<file path="config.mk">
export PLATFORM = sky130hd
export DESIGN_NAME = tdm_demux
export DESIGN_NICKNAME = d
export VERILOG_FILES = /design/src/rtl/tdm_pkg.sv /design/src/rtl/tdm_slot_deser.sv /design/src/rtl/tdm_demux.sv
export SDC_FILE = /design/constraint.sdc
export NUM_CORES = 1
export LEC_CHECK = 0
export ABC_CLOCK_PERIOD_IN_PS = 4900
export CORE_UTILIZATION = 55
export CTS_CLUSTER_SIZE = 25
export DETAILED_ROUTE_END_ITERATION = 12
export PLACE_DENSITY = 0.77
export SETUP_SLACK_MARGIN = 0.5
export SLEW_MARGIN = 20
export SYNTH_ARGS = -nofsm -noshare
export SYNTH_HDL_FRONTEND = slang
export SYNTH_SLANG_ARGS = --single-unit
</file>
<file path="constraint.sdc">
create_clock -name clk -period 4.9 [get_ports clk]
set_clock_uncertainty 0.2 [all_clocks]
set_input_delay 1.47 -clock clk [delete_from_list [all_inputs] [get_ports clk]]
set_output_delay 1.47 -clock clk [all_outputs]
set_load 0.03 [all_outputs]
</file>
<file path="src/rtl/tdm_pkg.sv">
// tdm_pkg: shared types, defaults and helpers for the TDM serial link
package tdm_pkg;

    typedef enum logic {HUNT, RUN} state_t;

    localparam int DEF_N_CH   = 4;
    localparam int DEF_SLOT_W = 8;
    localparam int FRAME_BITS = DEF_N_CH * DEF_SLOT_W;

    function automatic int clog2(input int v);
        int r;
        r = 0;
        for (int i = 0; i < 32; i++)
            if ((1 << i) < v) r = i + 1;
        return r;
    endfunction

endpackage

</file>
<file path="src/rtl/tdm_slot_deser.sv">
// tdm_slot_deser: MSB-first slot shift register with wrapping bit counter
module tdm_slot_deser
    import tdm_pkg::*;
#(
    parameter int SLOT_W = DEF_SLOT_W
) (
    input  logic                       clk,
    input  logic                       rst_n,
    input  logic                       en,
    input  logic                       din,
    input  logic                       clear,
    output logic [SLOT_W-1:0]          word,
    output logic                       word_done,
    output logic [clog2(SLOT_W)-1:0]   bit_cnt
);

    localparam int BW = clog2(SLOT_W);

    logic [SLOT_W-2:0] shreg;

    assign word      = {shreg, din};
    assign word_done = en && !clear && bit_cnt == BW'(SLOT_W - 1);

    // shift one bit per enabled sample; clear restarts with this sample as bit 0
    always_ff @(posedge clk) begin
        if (!rst_n) begin
            shreg   <= '0;
            bit_cnt <= '0;
        end else if (en) begin
            shreg   <= clear ? (SLOT_W-1)'(din) : word[SLOT_W-2:0];
            bit_cnt <= clear ? BW'(1) : word_done ? '0 : bit_cnt + 1'b1;
        end
    end

endmodule

</file>
<file path="src/rtl/tdm_demux.sv">
// tdm_demux: frame-aligned TDM deserialiser with double-buffered channel words
module tdm_demux
    import tdm_pkg::*;
#(
    parameter int N_CH   = DEF_N_CH,
    parameter int SLOT_W = DEF_SLOT_W
) (
    input  logic                     clk,
    input  logic                     rst_n,
    input  logic                     en,
    input  logic                     din,
    input  logic                     fsync,
    output logic [N_CH*SLOT_W-1:0]   ch_data,
    output logic                     frame_valid,
    output logic                     sync_err,
    output logic                     locked
);

    localparam int BW = clog2(SLOT_W);
    localparam int SW = clog2(N_CH);

    state_t                  state, state_n;
    logic                    shift, clear, err, at_start, last;
    logic [SLOT_W-1:0]       word;
    logic                    word_done;
    logic [BW-1:0]           bit_cnt;
    logic [SW-1:0]           slot_cnt;
    logic [SLOT_W-1:0]       staging [N_CH];
    logic [N_CH*SLOT_W-1:0]  frame_next;

    tdm_slot_deser #(.SLOT_W(SLOT_W)) u_deser (
        .clk       (clk),
        .rst_n     (rst_n),
        .en        (shift),
        .din       (din),
        .clear     (clear),
        .word      (word),
        .word_done (word_done),
        .bit_cnt   (bit_cnt)
    );

    assign at_start = bit_cnt == '0 && slot_cnt == '0;
    assign last     = word_done && slot_cnt == SW'(N_CH - 1);
    assign locked   = state == RUN;

    // state register
    always_ff @(posedge clk) begin
        if (!rst_n) state <= HUNT;
        else        state <= state_n;
    end

    // alignment decisions: acquire, verify frame start, resync on early fsync
    always_comb begin
        state_n = state;
        shift   = 1'b0;
        clear   = 1'b0;
        err     = 1'b0;
        if (en) begin
            if (state == HUNT) begin
                shift   = fsync;
                clear   = fsync;
                state_n = fsync ? RUN : HUNT;
            end else if (at_start && !fsync) begin
                err     = 1'b1;
                state_n = HUNT;
            end else begin
                shift = 1'b1;
                clear = fsync && !at_start;
                err   = fsync && !at_start;
            end
        end
    end

    // full frame image: staged slots plus the word completing this edge
    always_comb begin
        frame_next = '0;
        for (int k = 0; k < N_CH; k++)
            frame_next[k*SLOT_W +: SLOT_W] = (k == N_CH - 1) ? word : staging[k];
    end

    // slot counter, staging buffer, output register and status pulses
    always_ff @(posedge clk) begin
        if (!rst_n) begin
            slot_cnt    <= '0;
            ch_data     <= '0;
            frame_valid <= 1'b0;
            sync_err    <= 1'b0;
            for (int k = 0; k < N_CH; k++) staging[k] <= '0;
        end else begin
            frame_valid <= last;
            sync_err    <= err;
            if (clear) begin
                slot_cnt <= '0;
            end else if (word_done) begin
                staging[slot_cnt] <= word;
                slot_cnt          <= last ? '0 : slot_cnt + 1'b1;
            end
            if (last) ch_data <= frame_next;
        end
    end

endmodule
</file>
==> metrics.txt, run 1 <==
Fin Setup TNS 0 ps; Min-Delay Path Class reg -> reg; r2r setup slk between 700 and 800 ps; Root Buffer clkbuf_8; GPL Wtd Cong about 0.83; Worst Hold End ch_data[5]; pin count of the biggest net entering global routing 52; site row count 37; DIE AREA 11400 µm²; status completed; fillers 850; Port Buffers 39; Post-Synthesis Cells just under 700; Sink Count 130; CTS buffer count 17; vias in the first global route 4532; first-pass GRT wire length 21300 µm; sequential share of the synthesized area 46.9%; Critical Path RT 5150 ps; cell area after synthesis 6060 µm²; post-detailed-route count of antenna-violating nets 0; hold depth 2; Final Setup Violations 0; worst reg2reg path depth 10; CTS tree built; worst r2r src u_deser.bit_cnt[3]; slowest stage cell on the critical path or4_4; pwr dens ~340 nW/µm²; io pins 40; synthesized area per cell 8.97 µm²; CP delay by family, top simple AND/OR/NAND/NOR gates; Place WS 392 ps; CP startpoint kind flop; grt total ovfl 0; crit-path cells nor4_1, nand4_1, nor4_2, nand4b_1, ha_1, and4bb_1, nand4_1, or4_4, or4_1, a21oi_1; max-slew violations 0; ys flop type dfxtp_1; Leak between 2 and 2.5 nW; count leader, synth nand2_1; DRC viols 0; post-route clock period utilization 85.6%; Layout area overhead 17.8%; number of synthesized flops with an enable pin 24; Total Routing Usage GR 23.7%; worst-path maximum fanout 18; routed vias/inst 5.88; CTS H-tree lvls 4; DP HPWL 8690 µm; Worst EP arrival 4450 ps; Worst Setup Path Type reg -> reg; Buf/Inv on CP 0; clock slew at reported path FFs 60 ps; top cells by count, synth nand2_1 (115), dfxtp_1 (106), o21ai_0 (37); crit end category flop; crit-path max cell delay 610 ps; final WL 12800 µm; Tmin final 4190 ps; initial drt markers 350; worst reg2reg path endpoint slot_cnt[31]; Core ar. 10500 µm²; Area contributors post-synth dfxtp_1 (35%), edfxtp_1 (12%), nand2_1 (7.1%); leading area contributor after synthesis dfxtp_1; Worst Hold Launch ch_data[5]; Slew headroom 21.3%; number of max-cap violations 0; Yosys reg bits 130; Final Hold Fails 0; Ys Warns 0; Yosys cell types 52; drt pass-1 iters 5; initial antenna violation count 0; most frequent CP cell nand4_1; Ant. Diodes 0; Clk Latency, worst-skew pair 530 ps; Die Span Y approximately 110 µm; DR vias approximately 5000; FMAX 238 MHz; wire per inst 15.0 µm; Syn Nets 686; die width 107 µm; fraction of registers with async set/reset 0%; VDD IR max 0.262 mV; proportion of layout cells with a drive suffix above 1 7.79%; PnR worst setup slack 707 ps; Initial Util 57.6%; Worst-Margin Slew 1160 ps; Yosys top cell area share 35.0%; final net count 717; Longest Clk Path Bufs 2; RSZ-0062 raised after global routing no
## cells by family (layout without fill, tap and decap cells)
| family | Yosys count | count (layout) | share of synthesized area (%) |
|---|---|---|---|
| buf+inv | 54 | 98 | 3.90 |
| mux | 34 | 34 | 5.64 |
| simple gates | 315 | 315 | 28.4 |
| xor+xnor | 15 | 15 | 2.17 |
| compound gates | 121 | 121 | 11.7 |
| fa+ha+maj | 6 | 6 | 1.24 |
| flops | 130 | 130 | 46.9 |
## layout by cell type, fill, tap and decap left out, types with 11 or more instances in the layout
cell type	count
nor2_1	20
nand2_1	115
nor4_1	20
a31oi_1	22
clkdlybuf4s50_1	38
nand4_1	26
inv_1	17
or3_1	19
mux2i_1	33
a21oi_1	35
nand3_1	21
o21ai_0	37
and3_1	11
clkbuf_16	16
and2_1	30
dfxtp_1	106
edfxtp_1	24
## routing by layer
metal | wire length, µm | vias to the layer above | GRT usage [%]
met5 | 0 | - | 0
met4 | 127 | 0 | 8.41
met3 | 543 | 9 | 5.96
met2 | 6400 | 119 | 40.7
met1 | 5720 | 2369 | 28.8
li1 | - | 2528 | -
## worst reg2reg max path, stage by stage, from the launching register on
cell and delay [ps]:
dfxtp_1 380, nor4_1 390, nand4_1 250, nor4_2 490
nand4b_1 240, ha_1 270, and4bb_1 440, nand4_1 150
or4_4 610, or4_1 540, a21oi_1 160
## worst max path at each step
stage,startpoint,end,slack [ps],cells past startpoint
2_1_floorplan,u_deser.bit_cnt[3],staging[0][0],960,10
3_3_place_gp,fsync,slot_cnt[31],470,8
3_5_place_dp,fsync,slot_cnt[31],390,8
4_1_cts,u_deser.bit_cnt[10],slot_cnt[31],520,10
5_1_grt,u_deser.bit_cnt[3],slot_cnt[31],510,10
6_report,u_deser.bit_cnt[3],slot_cnt[31],710,10
## sequential cells by signal (all words and copies together), names as in the netlist
name,count
ch_data,32
frame_valid,1
locked,1
slot_cnt,32
staging,24
sync_err,1
u_deser.bit_cnt,32
u_deser.shreg,7
## layout make-up
class	instances	area [µm²]	share of cell area, %
Sequential cell	130	2840	39.8
Timing Repair Buffer	49	473	6.63
Clock inverter	13	161	2.26
Multi-Input combinational cell	491	2990	41.9
Inverter	17	63.8	0.894
Tap cell	136	170	2.39
Clock buffer	19	432	6.05
## where the power goes
group	total, mW	switching [mW]	internal (mW)
logic	0.0759	0.0537	0.0222
registers	1.11	0.00706	1.10
clock network	1.25	0.464	0.787
total	2.43	0.525	1.91
## stage by stage
stage / cells / hold WS, ps / utilization, % / area [µm²] / power, mW
6_report: 855 / 256 / 67.9 / 7130 / 2.43
5_1_grt: 855 / 271 / 67.9 / 7130 / 2.51
4_1_cts: 855 / 259 / 67.8 / 7120 / 2.45
3_5_place_dp: 823 / 250 / 62.1 / 6530 / 1.20
3_3_place_gp: 823 / 241 / 62.1 / 6530 / 1.20
2_1_floorplan: 675 / 247 / - / 6060 / 1.18
## repair_timing
item / CTS / global route
hold buffers: 0 / 0
buffers inserted: 0 / 0
gates resized for setup: 0 / 3
setup endpoints to repair: 0 / 23
endpoints found under the hold margin: 0 / 0
No activity file was read; power rests on OpenSTA's default activity.
==> inputs of run 2 (changes only) <==
--- a/config.mk
+++ b/config.mk
@@ -6,11 +6,13 @@
 export NUM_CORES = 1
 export LEC_CHECK = 0
 export ABC_CLOCK_PERIOD_IN_PS = 4900
+export CORE_MARGIN = 8
 export CORE_UTILIZATION = 55
 export CTS_CLUSTER_SIZE = 25
 export DETAILED_ROUTE_END_ITERATION = 12
 export PLACE_DENSITY = 0.77
 export SETUP_SLACK_MARGIN = 0.5
+export SKIP_CTS_REPAIR_TIMING = 1
 export SLEW_MARGIN = 20
 export SYNTH_ARGS = -nofsm -noshare
 export SYNTH_HDL_FRONTEND = slang
==> run 2 against run 1 <==
Compared with the run above: fmax grew 3.3%; wire length grew 7.0%; combinational power about the same; critical endpoint is now staging[1][2]; largest power group unchanged.
==> metrics.txt, run 2 (synthesis results as in run 1) <==
status completed; Ant. Diodes 0 (unchanged); Root Buffer clkbuf_8; Layout area overhead 17.6%; vias in the first global route 4925 (+8.7%); Flop pwr share 46.2% (+0.7 points); initial drt markers 383 (+9.4%); Port Buffers 39 (unchanged); proportion of layout cells with a drive suffix above 1 7.22% (-0.57 points); most frequent cells in the layout nand2_1 (115), dfxtp_1 (106), clkdlybuf4s50_1 (38); Total Routing Usage GR 19.6% (-4.1 points); commonest non-fill, non-tap cell in the layout nand2_1; Worst Setup Path Type reg -> reg; CP startpoint kind flop; CTS buffer count 17 (unchanged); Final Setup Violations 0 (unchanged); critical path depth 10 (unchanged); max-slew violations 0 (unchanged); final net count 718 (+0.14%); switching share of power 21.4% (-0.18 points); Internal 1.88 mW (-1.4%); Worst Hold Launch ch_data[17]; hold depth 2 (unchanged); Slew headroom 28.0% (+6.7 points); Critical Path RT 4920 ps (-230 ps); first-pass GRT wire length 23400 µm (+9.8%); Longest Clk Path Bufs 2 (unchanged); io pins 40 (unchanged); pin count of the biggest net entering global routing 72 (+38%); worst r2r src u_deser.bit_cnt[10]; DRC viols 0 (unchanged); slowest stage cell on the critical path or4_1; Leak 2.34 nW (about the same); drt pass-1 iters 5 (unchanged); Clk Latency, worst-skew pair 530 ps (about the same); final hold slack 258 ps (+1.86 ps); VDD IR max 0.278 mV (+6.1%); DIE AREA 14600 µm² (+28%); clock group share of total power 50.6% (-0.8 points); Worst-Margin Slew 1070 ps (-94.8 ps); Fin Setup TNS 0 ps (unchanged); Worst EP arrival 4080 ps (-370 ps); site row count 38 (+2.7%); FMAX 246 MHz (+3.3%); DP HPWL 9120 µm (+5.0%); Largest regs ch_data x32, slot_cnt x32, u_deser.bit_cnt x32; die width 121 µm (+13%); Final Hold Fails 0 (unchanged); routed vias/inst 5.90 (+0.43%); net load switching power 512 µW (-2.4%); CP delay by family, top simple AND/OR/NAND/NOR gates; Logic pwr share 3.2% (about the same); Buf/Inv on CP 0 (unchanged); number of max-cap violations 0 (unchanged); initial antenna violation count 0 (unchanged); GPL Wtd Cong 0.841 (+1.3%); Core ar. 10800 µm² (+2.7%); RSZ-0062 raised after global routing no; Critical path origin u_deser.bit_cnt[10]; clock slew at reported path FFs 60 ps (about the same); DR vias 5076 (+1.0%); Final Core Density 66.0% (-1.9 points); post-detailed-route count of antenna-violating nets 0 (unchanged); worst reg2reg path depth 10 (unchanged); Sink Count 130 (unchanged); Die Span Y 121 µm (+13%); crit-path max cell delay 580 ps (-30 ps); Tmin final 4060 ps (-134 ps); crit end category flop; final WL 13700 µm (+7.0%); wire per inst 15.9 µm (+6.3%); worst-path maximum fanout 9 (-9); grt total ovfl 0 (unchanged); Initial Util 56.1% (-1.5 points); post-route clock period utilization 82.8% (-2.7 points); Min-Delay Path Class reg -> reg; crit-path cells nor4_1, nand4_1, nor4_4, nand4b_1, ha_1, and4bb_1, nand2_1, or4_1, nor3_2, nand2b_2; pwr dens 336 nW/µm² (-1.5%); CTS tree built; CTS H-tree lvls 4 (unchanged)
run 2: cell count changes in the layout (fill, tap and decap cells not counted):
cell and change:
clkbuf_16 +1, clkbuf_1 +1, or4_4 -1, buf_4 +1, or4_1 +1, clkinv_4 -3
clkinv_1 +2, bufinv_16 -1, nor4_4 +1, clkinvlp_4 -1, clkinv_2 +1, nor4_2 -2
nor4_1 +1
run 2: power by group through the flow:
stage	registers [mW]	clock network, mW	logic [mW]
detailed placement	1.13	0	0.0745
floorplan	1.13	0	0.0525
finish	1.11	1.21	0.0759
global route	1.11	1.27	0.0853
global placement	1.13	0	0.0719
CTS	1.11	1.23	0.0756
run 2: layout make-up:
| type | count | area, µm² |
|---|---|---|
| fill | 871 | 3670 |
| multi-input combinational | 491 | 2990 |
| sequential | 130 | 2840 |
| timing repair buffer | 50 | 480 |
| clock buffer | 21 | 460 |
| tap | 140 | 175 |
| clock inverter | 11 | 110 |
| inverter | 17 | 63.8 |
run 2: worst min-delay path: stages, from the launching register on:
cell	delay, ps
dfxtp_1	310
nand2_1	50
mux2i_1	50
run 2: final timing paths:
path                         to  slack [ps]
setup reg to reg  staging[1][2]         840
hold reg to reg     ch_data[17]         260
hold / removal      ch_data[17]         260
setup / recovery  staging[1][2]         840
run 2: metal layers:
metal / vias up / wire (µm) / track usage (%) / part of all wire [%]
li1: 2520 / - / - / -
met1: 2391 / 5860 / 22.5 / 43
met2: 137 / 6850 / 33.1 / 50
met3: 28 / 698 / 4.70 / 5.1
met4: 0 / 269 / 10.5 / 2.0
met5: - / 0 / 0 / 0
run 2: metrics by stage:
stage	cell area [µm²]	cells	total power [mW]	worst slack, ps
after floorplan	6060	675	1.18	961
after global placement	6540	828	1.20	488
after detailed placement	6540	828	1.20	378
after CTS	7110	860	2.41	698
after global routing	7120	860	2.47	508
final	7120	860	2.39	840
